==> src/rtl/pattern_event_logger_pkg.sv <==
// Shared defaults and entry-layout helpers for the pattern event logger.
package pattern_event_logger_pkg;

  localparam int unsigned DefDw    = 8;
  localparam int unsigned DefDepth = 8;
  localparam int unsigned DefTsw   = 16;

  // A FIFO entry is {timestamp, product}.
  localparam int unsigned DefEntryW = DefTsw + 2 * DefDw;

  function automatic int unsigned entry_width(input int unsigned tsw, input int unsigned dw);
    return tsw + 2 * dw;
  endfunction

endpackage

==> src/rtl/pattern_event_logger_if.sv <==
// Valid/ready output stream carrying the FIFO head entry.
interface pattern_event_logger_if #(
  parameter int unsigned dw  = pattern_event_logger_pkg::DefDw,
  parameter int unsigned TSW = pattern_event_logger_pkg::DefTsw
);

  logic              out_valid;
  logic              out_ready;
  logic [2*dw-1:0]   out_prod;
  logic [TSW-1:0]    out_ts;

  modport master (
    output out_valid,
    output out_prod,
    output out_ts,
    input  out_ready
  );

  modport slave (
    input  out_valid,
    input  out_prod,
    input  out_ts,
    output out_ready
  );

endinterface

==> src/rtl/pattern_event_logger_event_fifo.sv <==
// Event FIFO: synchronous first-word-fall-through FIFO with clear and occupancy level.
// Storage is not reset; only pointers and level are.
module pattern_event_logger_event_fifo #(
  parameter int unsigned Width = 32,
  parameter int unsigned Depth = 8
) (
  input  logic                     clk_i,
  input  logic                     rst_ni,
  input  logic                     clr_i,
  input  logic                     push_i,
  input  logic [Width-1:0]         wdata_i,
  input  logic                     pop_i,
  output logic [Width-1:0]         rdata_o,
  output logic                     full_o,
  output logic                     empty_o,
  output logic [$clog2(Depth):0]   level_o
);

  localparam int unsigned AddrW = $clog2(Depth);
  localparam logic [AddrW-1:0] PtrOne = AddrW'(1);
  localparam logic [AddrW:0]   LvlOne = (AddrW + 1)'(1);
  localparam logic [AddrW:0]   LvlMax = (AddrW + 1)'(Depth);

  logic [Width-1:0] mem_q [Depth];
  logic [AddrW-1:0] wptr_q, wptr_d, rptr_q, rptr_d;
  logic [AddrW:0]   level_q, level_d;
  logic             do_push, do_pop;

  assign full_o  = (level_q == LvlMax);
  assign empty_o = (level_q == '0);
  assign level_o = level_q;
  assign rdata_o = mem_q[rptr_q];

  // Next-state for pointers and level; a full FIFO still accepts a push when a pop frees a slot.
  always_comb begin
    do_pop  = pop_i && !empty_o && !clr_i;
    do_push = push_i && !clr_i && (!full_o || do_pop);
    wptr_d  = wptr_q;
    rptr_d  = rptr_q;
    level_d = level_q;
    if (clr_i) begin
      wptr_d  = '0;
      rptr_d  = '0;
      level_d = '0;
    end else begin
      if (do_push) wptr_d = wptr_q + PtrOne;
      if (do_pop)  rptr_d = rptr_q + PtrOne;
      if (do_push && !do_pop)      level_d = level_q + LvlOne;
      else if (!do_push && do_pop) level_d = level_q - LvlOne;
    end
  end

  // Pointer/level state with synchronous reset.
  always_ff @(posedge clk_i) begin
    if (!rst_ni) begin
      wptr_q  <= '0;
      rptr_q  <= '0;
      level_q <= '0;
    end else begin
      wptr_q  <= wptr_d;
      rptr_q  <= rptr_d;
      level_q <= level_d;
    end
  end

  // Entry storage write.
  always_ff @(posedge clk_i) begin
    if (do_push) mem_q[wptr_q] <= wdata_i;
  end

endmodule

==> src/rtl/pattern_event_logger.sv <==
// Pattern event logger: timestamps qualified multiplier products into an FWFT FIFO and keeps
// saturating hit/drop counters plus a sticky overflow flag.
module pattern_event_logger
  import pattern_event_logger_pkg::*;
#(
  parameter int unsigned dw    = DefDw,
  parameter int unsigned DEPTH = DefDepth,
  parameter int unsigned TSW   = DefTsw
) (
  input  logic                       clk,
  input  logic                       rst_n,
  input  logic                       en,
  input  logic                       clr,
  input  logic [2*dw-1:0]            prod_in,
  input  logic                       hit_in,
  pattern_event_logger_if.master     out_if,
  output logic [TSW-1:0]             hit_count,
  output logic [TSW-1:0]             drop_count,
  output logic                       overflow,
  output logic [$clog2(DEPTH):0]     level
);

  localparam int unsigned EntryW = entry_width(TSW, dw);
  localparam logic [TSW-1:0] TsOne = TSW'(1);

  logic [TSW-1:0]    ts_q, ts_d;
  logic [TSW-1:0]    hit_count_q, hit_count_d;
  logic [TSW-1:0]    drop_count_q, drop_count_d;
  logic              overflow_q, overflow_d;
  logic              push_req, pop, accept, drop;
  logic              fifo_full, fifo_empty;
  logic [EntryW-1:0] wdata, rdata;

  assign wdata = {ts_q, prod_in};

  pattern_event_logger_event_fifo #(
    .Width (EntryW),
    .Depth (DEPTH)
  ) u_event_fifo (
    .clk_i   (clk),
    .rst_ni  (rst_n),
    .clr_i   (clr),
    .push_i  (push_req),
    .wdata_i (wdata),
    .pop_i   (out_if.out_ready),
    .rdata_o (rdata),
    .full_o  (fifo_full),
    .empty_o (fifo_empty),
    .level_o (level)
  );

  // Event qualification, drop detection and counter next-state; clr wins over same-edge traffic.
  always_comb begin
    push_req     = en && hit_in && !clr;
    pop          = out_if.out_ready && !fifo_empty && !clr;
    accept       = push_req && (!fifo_full || pop);
    drop         = push_req && fifo_full && !pop;
    ts_d         = ts_q + TsOne;
    hit_count_d  = hit_count_q;
    drop_count_d = drop_count_q;
    overflow_d   = overflow_q;
    if (clr) begin
      hit_count_d  = '0;
      drop_count_d = '0;
      overflow_d   = 1'b0;
    end else begin
      if (accept && (hit_count_q != '1)) hit_count_d = hit_count_q + TsOne;
      if (drop && (drop_count_q != '1))  drop_count_d = drop_count_q + TsOne;
      if (drop) overflow_d = 1'b1;
    end
  end

  // Timestamp, counters and overflow flag; reset overrides everything.
  always_ff @(posedge clk) begin
    if (!rst_n) begin
      ts_q         <= '0;
      hit_count_q  <= '0;
      drop_count_q <= '0;
      overflow_q   <= 1'b0;
    end else begin
      ts_q         <= ts_d;
      hit_count_q  <= hit_count_d;
      drop_count_q <= drop_count_d;
      overflow_q   <= overflow_d;
    end
  end

  assign hit_count        = hit_count_q;
  assign drop_count       = drop_count_q;
  assign overflow         = overflow_q;
  assign out_if.out_valid = !fifo_empty;
  assign out_if.out_prod  = rdata[2*dw-1:0];
  assign out_if.out_ts    = rdata[EntryW-1 -: TSW];

endmodule

==> src/flat_wrapper.sv <==
// flat-port wrapper written by rule: the top's interface ports become plain ports
module pattern_event_logger_flat import pattern_event_logger_pkg::*;
#(
  parameter int unsigned dw    = DefDw,
  parameter int unsigned DEPTH = DefDepth,
  parameter int unsigned TSW   = DefTsw
)
  (clk, rst_n, en, clr, prod_in, hit_in, hit_count, drop_count, overflow, level, out_if_out_valid, out_if_out_prod, out_if_out_ts, out_if_out_ready);
  pattern_event_logger_if #(.dw(dw), .TSW(TSW)) out_if_i ();
  input  logic clk;
  input  logic rst_n;
  input  logic en;
  input  logic clr;
  input  logic [2*dw-1:0] prod_in;
  input  logic hit_in;
  output logic [TSW-1:0] hit_count;
  output logic [TSW-1:0] drop_count;
  output logic overflow;
  output logic [$clog2(DEPTH):0] level;
  output wire logic [$bits(out_if_i.out_valid)-1:0] out_if_out_valid;
  output wire logic [$bits(out_if_i.out_prod)-1:0] out_if_out_prod;
  output wire logic [$bits(out_if_i.out_ts)-1:0] out_if_out_ts;
  input wire logic [$bits(out_if_i.out_ready)-1:0] out_if_out_ready;
  assign out_if_out_valid = out_if_i.out_valid;
  assign out_if_out_prod = out_if_i.out_prod;
  assign out_if_out_ts = out_if_i.out_ts;
  assign out_if_i.out_ready = out_if_out_ready;
  pattern_event_logger #(.dw(dw), .DEPTH(DEPTH), .TSW(TSW)) u_core (.clk(clk), .rst_n(rst_n), .en(en), .clr(clr), .prod_in(prod_in), .hit_in(hit_in), .out_if(out_if_i), .hit_count(hit_count), .drop_count(drop_count), .overflow(overflow), .level(level));
endmodule
==> config.mk <==
export PLATFORM = sky130hd
export DESIGN_NAME = pattern_event_logger_flat
export DESIGN_NICKNAME = d
export VERILOG_FILES = /design/src/rtl/pattern_event_logger_pkg.sv /design/src/rtl/pattern_event_logger_if.sv /design/src/rtl/pattern_event_logger_event_fifo.sv /design/src/rtl/pattern_event_logger.sv /design/src/flat_wrapper.sv
export SDC_FILE = /design/constraint.sdc
export NUM_CORES = 1
export LEC_CHECK = 0
export ABC_AREA = 1
export BUFFER_PORTS_ARGS = -buffer_cell sky130_fd_sc_hd__buf_2
export CAP_MARGIN = 30
export CORE_ASPECT_RATIO = 0.75
export CORE_MARGIN = 4
export CORE_UTILIZATION = 45
export CTS_CLUSTER_SIZE = 20
export DETAILED_ROUTE_END_ITERATION = 12
export PLACE_DENSITY = 0.67
export SKIP_CTS_REPAIR_TIMING = 1
export SYNTH_ARGS = -nofsm -noshare
export SYNTH_HDL_FRONTEND = slang
export SYNTH_HIERARCHICAL = 1
export SYNTH_SLANG_ARGS = --single-unit
==> constraint.sdc <==
create_clock -name clk -period 2.63 [get_ports clk]
set_input_delay 0.1315 -clock clk [delete_from_list [all_inputs] [get_ports clk]]
set_output_delay 0.1315 -clock clk [all_outputs]
set_load 0.05 [all_outputs]
==> impl_metrics.py <==
metrics = {
    "hold_path": {
        "min-delay-start": "clr",
        "hold_class": "primary input to flip-flop",
    },
    "final_layout": {
        "multi_input_area_um2": 3810,
        "antenna_cells": 0,
        "fillers": 2470,
        "utilization_pct": 53.49,
        "final_nets": 1360,
        "syn_to_final_growth_pct": 17.45,
        "drive_gt1_share_pct": 15.30,
        "seqCellArea_um2": 8935,
    },
    "cts": {
        "cts_num_sinks": 318,
        "path_clk_slew_ns": 0.06,
        "cts_buffer_depth": 3,
        "cts_tree": "done",
        "h-tree-depth": 1,
        "clockRootBuffer": "clkbuf_16",
        "clock_latency_ns": 0.55,
        "cts_made_buffers": 31,
    },
    "sta": {
        "worst_slew_pin_slew_ns": 0.5412,
        "final-setup-viol-count": 0,
        "fin_crit_ns": 2.480,
        "clock_skew_ns": 0.007478,
        "max_freq_mhz": 403.2,
        "period_share_pct": 94.30,
        "relSlewSlack_pct": 63.92,
        "setup_slack_ns": 0.1499,
        "hold_slack_ns": -0.005958,
        "hold_viol": 1,
        "maxSlewViolCount": 0,
    },
    "power_and_ir_drop": {
        "irDropWorstVdd_mv": 0.4738,
        "p_per_area_nw_per_um2": 675.5,
        "leakage_nw": 5.495,
        "fin_total_pwr_mw": 10.47,
    },
    "placed_design": {
        "pre_cts_slack_ns": 0.4015,
        "gp_congestion": 0.8227,
        "place_hpwl_um": 16630,
        "portBuffers": 91,
    },
    "global_route": {
        "grt_pass1_wl_um": 46730,
        "grt_overflow_total": 0,
        "grt_max_degree": 89,
        "grt_pass1_vias": 8590,
        "grtUsageTotal_pct": 18.12,
        "antenna_found_initial": 2,
    },
    "status": {
        "violations": "hold timing",
        "status": "complete, but fails checks",
    },
    "floorplanning": {
        "dieArea_um2": 32170,
        "die_w_um": 205.8,
        "ios": 92,
        "floorplan.initialDensity_pct": 45.54,
        "num_rows": 54,
        "coreArea_um2": 28990,
        "die_height_um": 156.3,
    },
    "setup_path": {
        "crit_path_end_kind": "primary output",
        "required_ns": 2.50,
        "r2r_start": "u_core/u_event_fifo/level_o[0]$_SDFFE_PP0P_",
        "cp.arrival_ns": 2.35,
        "start_kind": "flip-flop",
        "crit_fanout": 31,
        "path_class": "flip-flop to primary output",
    },
    "synth": {
        "synth.distinct_cells": 39,
        "ys_ff_latch": 318,
        "yosys_warnings": 6,
        "ys_seq_area_share_pct": 67.64,
        "synth_top_area_cell": "edfxtp_1",
        "synthTopCellsByArea": "edfxtp_1, dfxtp_1, nor2_1",
        "yosysMostFrequentCell": "edfxtp_1",
        "synth_async_sr_flop_share_pct": 0,
        "yosysTopAreaCellShare_pct": 58.24,
        "postSynthCellCount": 1218,
        "synth_area_um2": 13200,
        "synth_edf_count": 256,
        "avgSynthCellArea_um2": 10.84,
        "synth_nets": 1249,
        "synthTopCellsByCount": "edfxtp_1, nor2_1, nand2_1",
        "ys.flop_type": "edfxtp_1",
    },
    "detailed_routing": {
        "dr.pass1.iters": 5,
        "routed_wl_um": 29900,
        "initialDrtViolationCount": 671,
        "drc": 0,
        "viasPerCell": 5.252,
        "ant_nets": 0,
        "vias": 9164,
        "wire_per_inst_um": 17.13,
    },
    "job": {
        "cap_violations": 0,
    },
}
power breakdown:
group	total (mW)	switching (mW)	internal [mW]
sequential	5.44	0.0188	5.42
clock	4.67	1.89	2.79
combinational	0.365	0.259	0.106
total	10.5	2.16	8.31
area by class of cell:
cell class	count	area share, %
inverters	49	1.202
clock inverters	18	1.259
repair buffers	131	6.230
flip-flops and latches	318	57.63
multi-input cells	798	24.57
clock buffers	39	5.940
well taps	392	3.164
cells in the final DEF, fill, tap and decap left out, types with 5 or more instances in the layout:
cell type,Yosys,final
edfxtp_1,256,256
nor2_1,232,224
nand2_1,217,217
buf_2,3,91
o21ai_0,78,78
o22ai_1,64,64
dfxtp_1,62,59
o21ai_1,59,59
inv_1,45,45
nand3_1,42,42
a21oi_1,41,41
clkbuf_16,0,35
dlygate4sd3_1,0,18
xor2_1,12,12
buf_12,0,11
nor2_4,2,10
buf_4,5,9
nor2_2,8,8
ha_1,8,8
clkinv_2,0,5
nor3_1,5,5
nand4_1,5,5
state kept, by name (all words and copies together) (netlist names), named ones only:
| name | flops |
|---|---|
| u_core/drop_count | 16 |
| u_core/hit_count | 16 |
| u_core/overflow | 1 |
| u_core/ts_q | 16 |
| u_core/u_event_fifo/level_o | 4 |
| u_core/u_event_fifo/mem_q | 256 |
| u_core/u_event_fifo/rptr_q | 3 |
| u_core/u_event_fifo/wptr_q | 3 |
worst paths after layout:
kind	depth (start not counted)	end	slack (ns)
setup reg to reg	12	u_core/u_event_fifo/level_o[3]$_SDFFE_PP0P_	0.40
setup / recovery	7	out_if_out_prod[11]	0.15
hold / removal	4	u_core/u_event_fifo/wptr_q[2]$_SDFFE_PP0P_	-0.006
hold reg to reg	2	u_core/overflow$_SDFFE_PP0P_	0.51
critical path, cell delays in order, from the launching register on:
cell and delay (ns):
dfxtp_4 0.45, inv_4 0.32, buf_4 0.30, nor2_1 0.08
o22ai_1 0.22, nand2_1 0.08, nand2_1 0.07, buf_2 0.25
through the flow:
stage,cell area [µm²],setup TNS (ns),std cells
after detailed placement,14180,0,1669
after global routing,15500,-0.0009623,1745
after CTS,15300,0,1726
after floorplan,13210,-64.18,1218
after global placement,14180,0,1669
final,15500,0,1745
cell families after synthesis:
kind of cell / after synthesis / share of synthesized area [%]
buffers and inverters: 102 / 3.953
and+or+nand+nor: 530 / 16.61
adders and majority gates: 9 / 0.9100
xor gates and xnor gates: 14 / 0.9289
DFF: 318 / 67.64
AOI/OAI and AO/OA: 245 / 9.962
layer usage:
layer	global-route usage [%]	vias to the layer above	share of wire, %
li1	-	4476	-
met1	26.19	4388	47
met2	28.89	257	46
met3	3.770	39	5.9
met4	3.475	4	1.4
met5	0	-	0.070
Note: power is estimated with default switching activity, not from simulation.
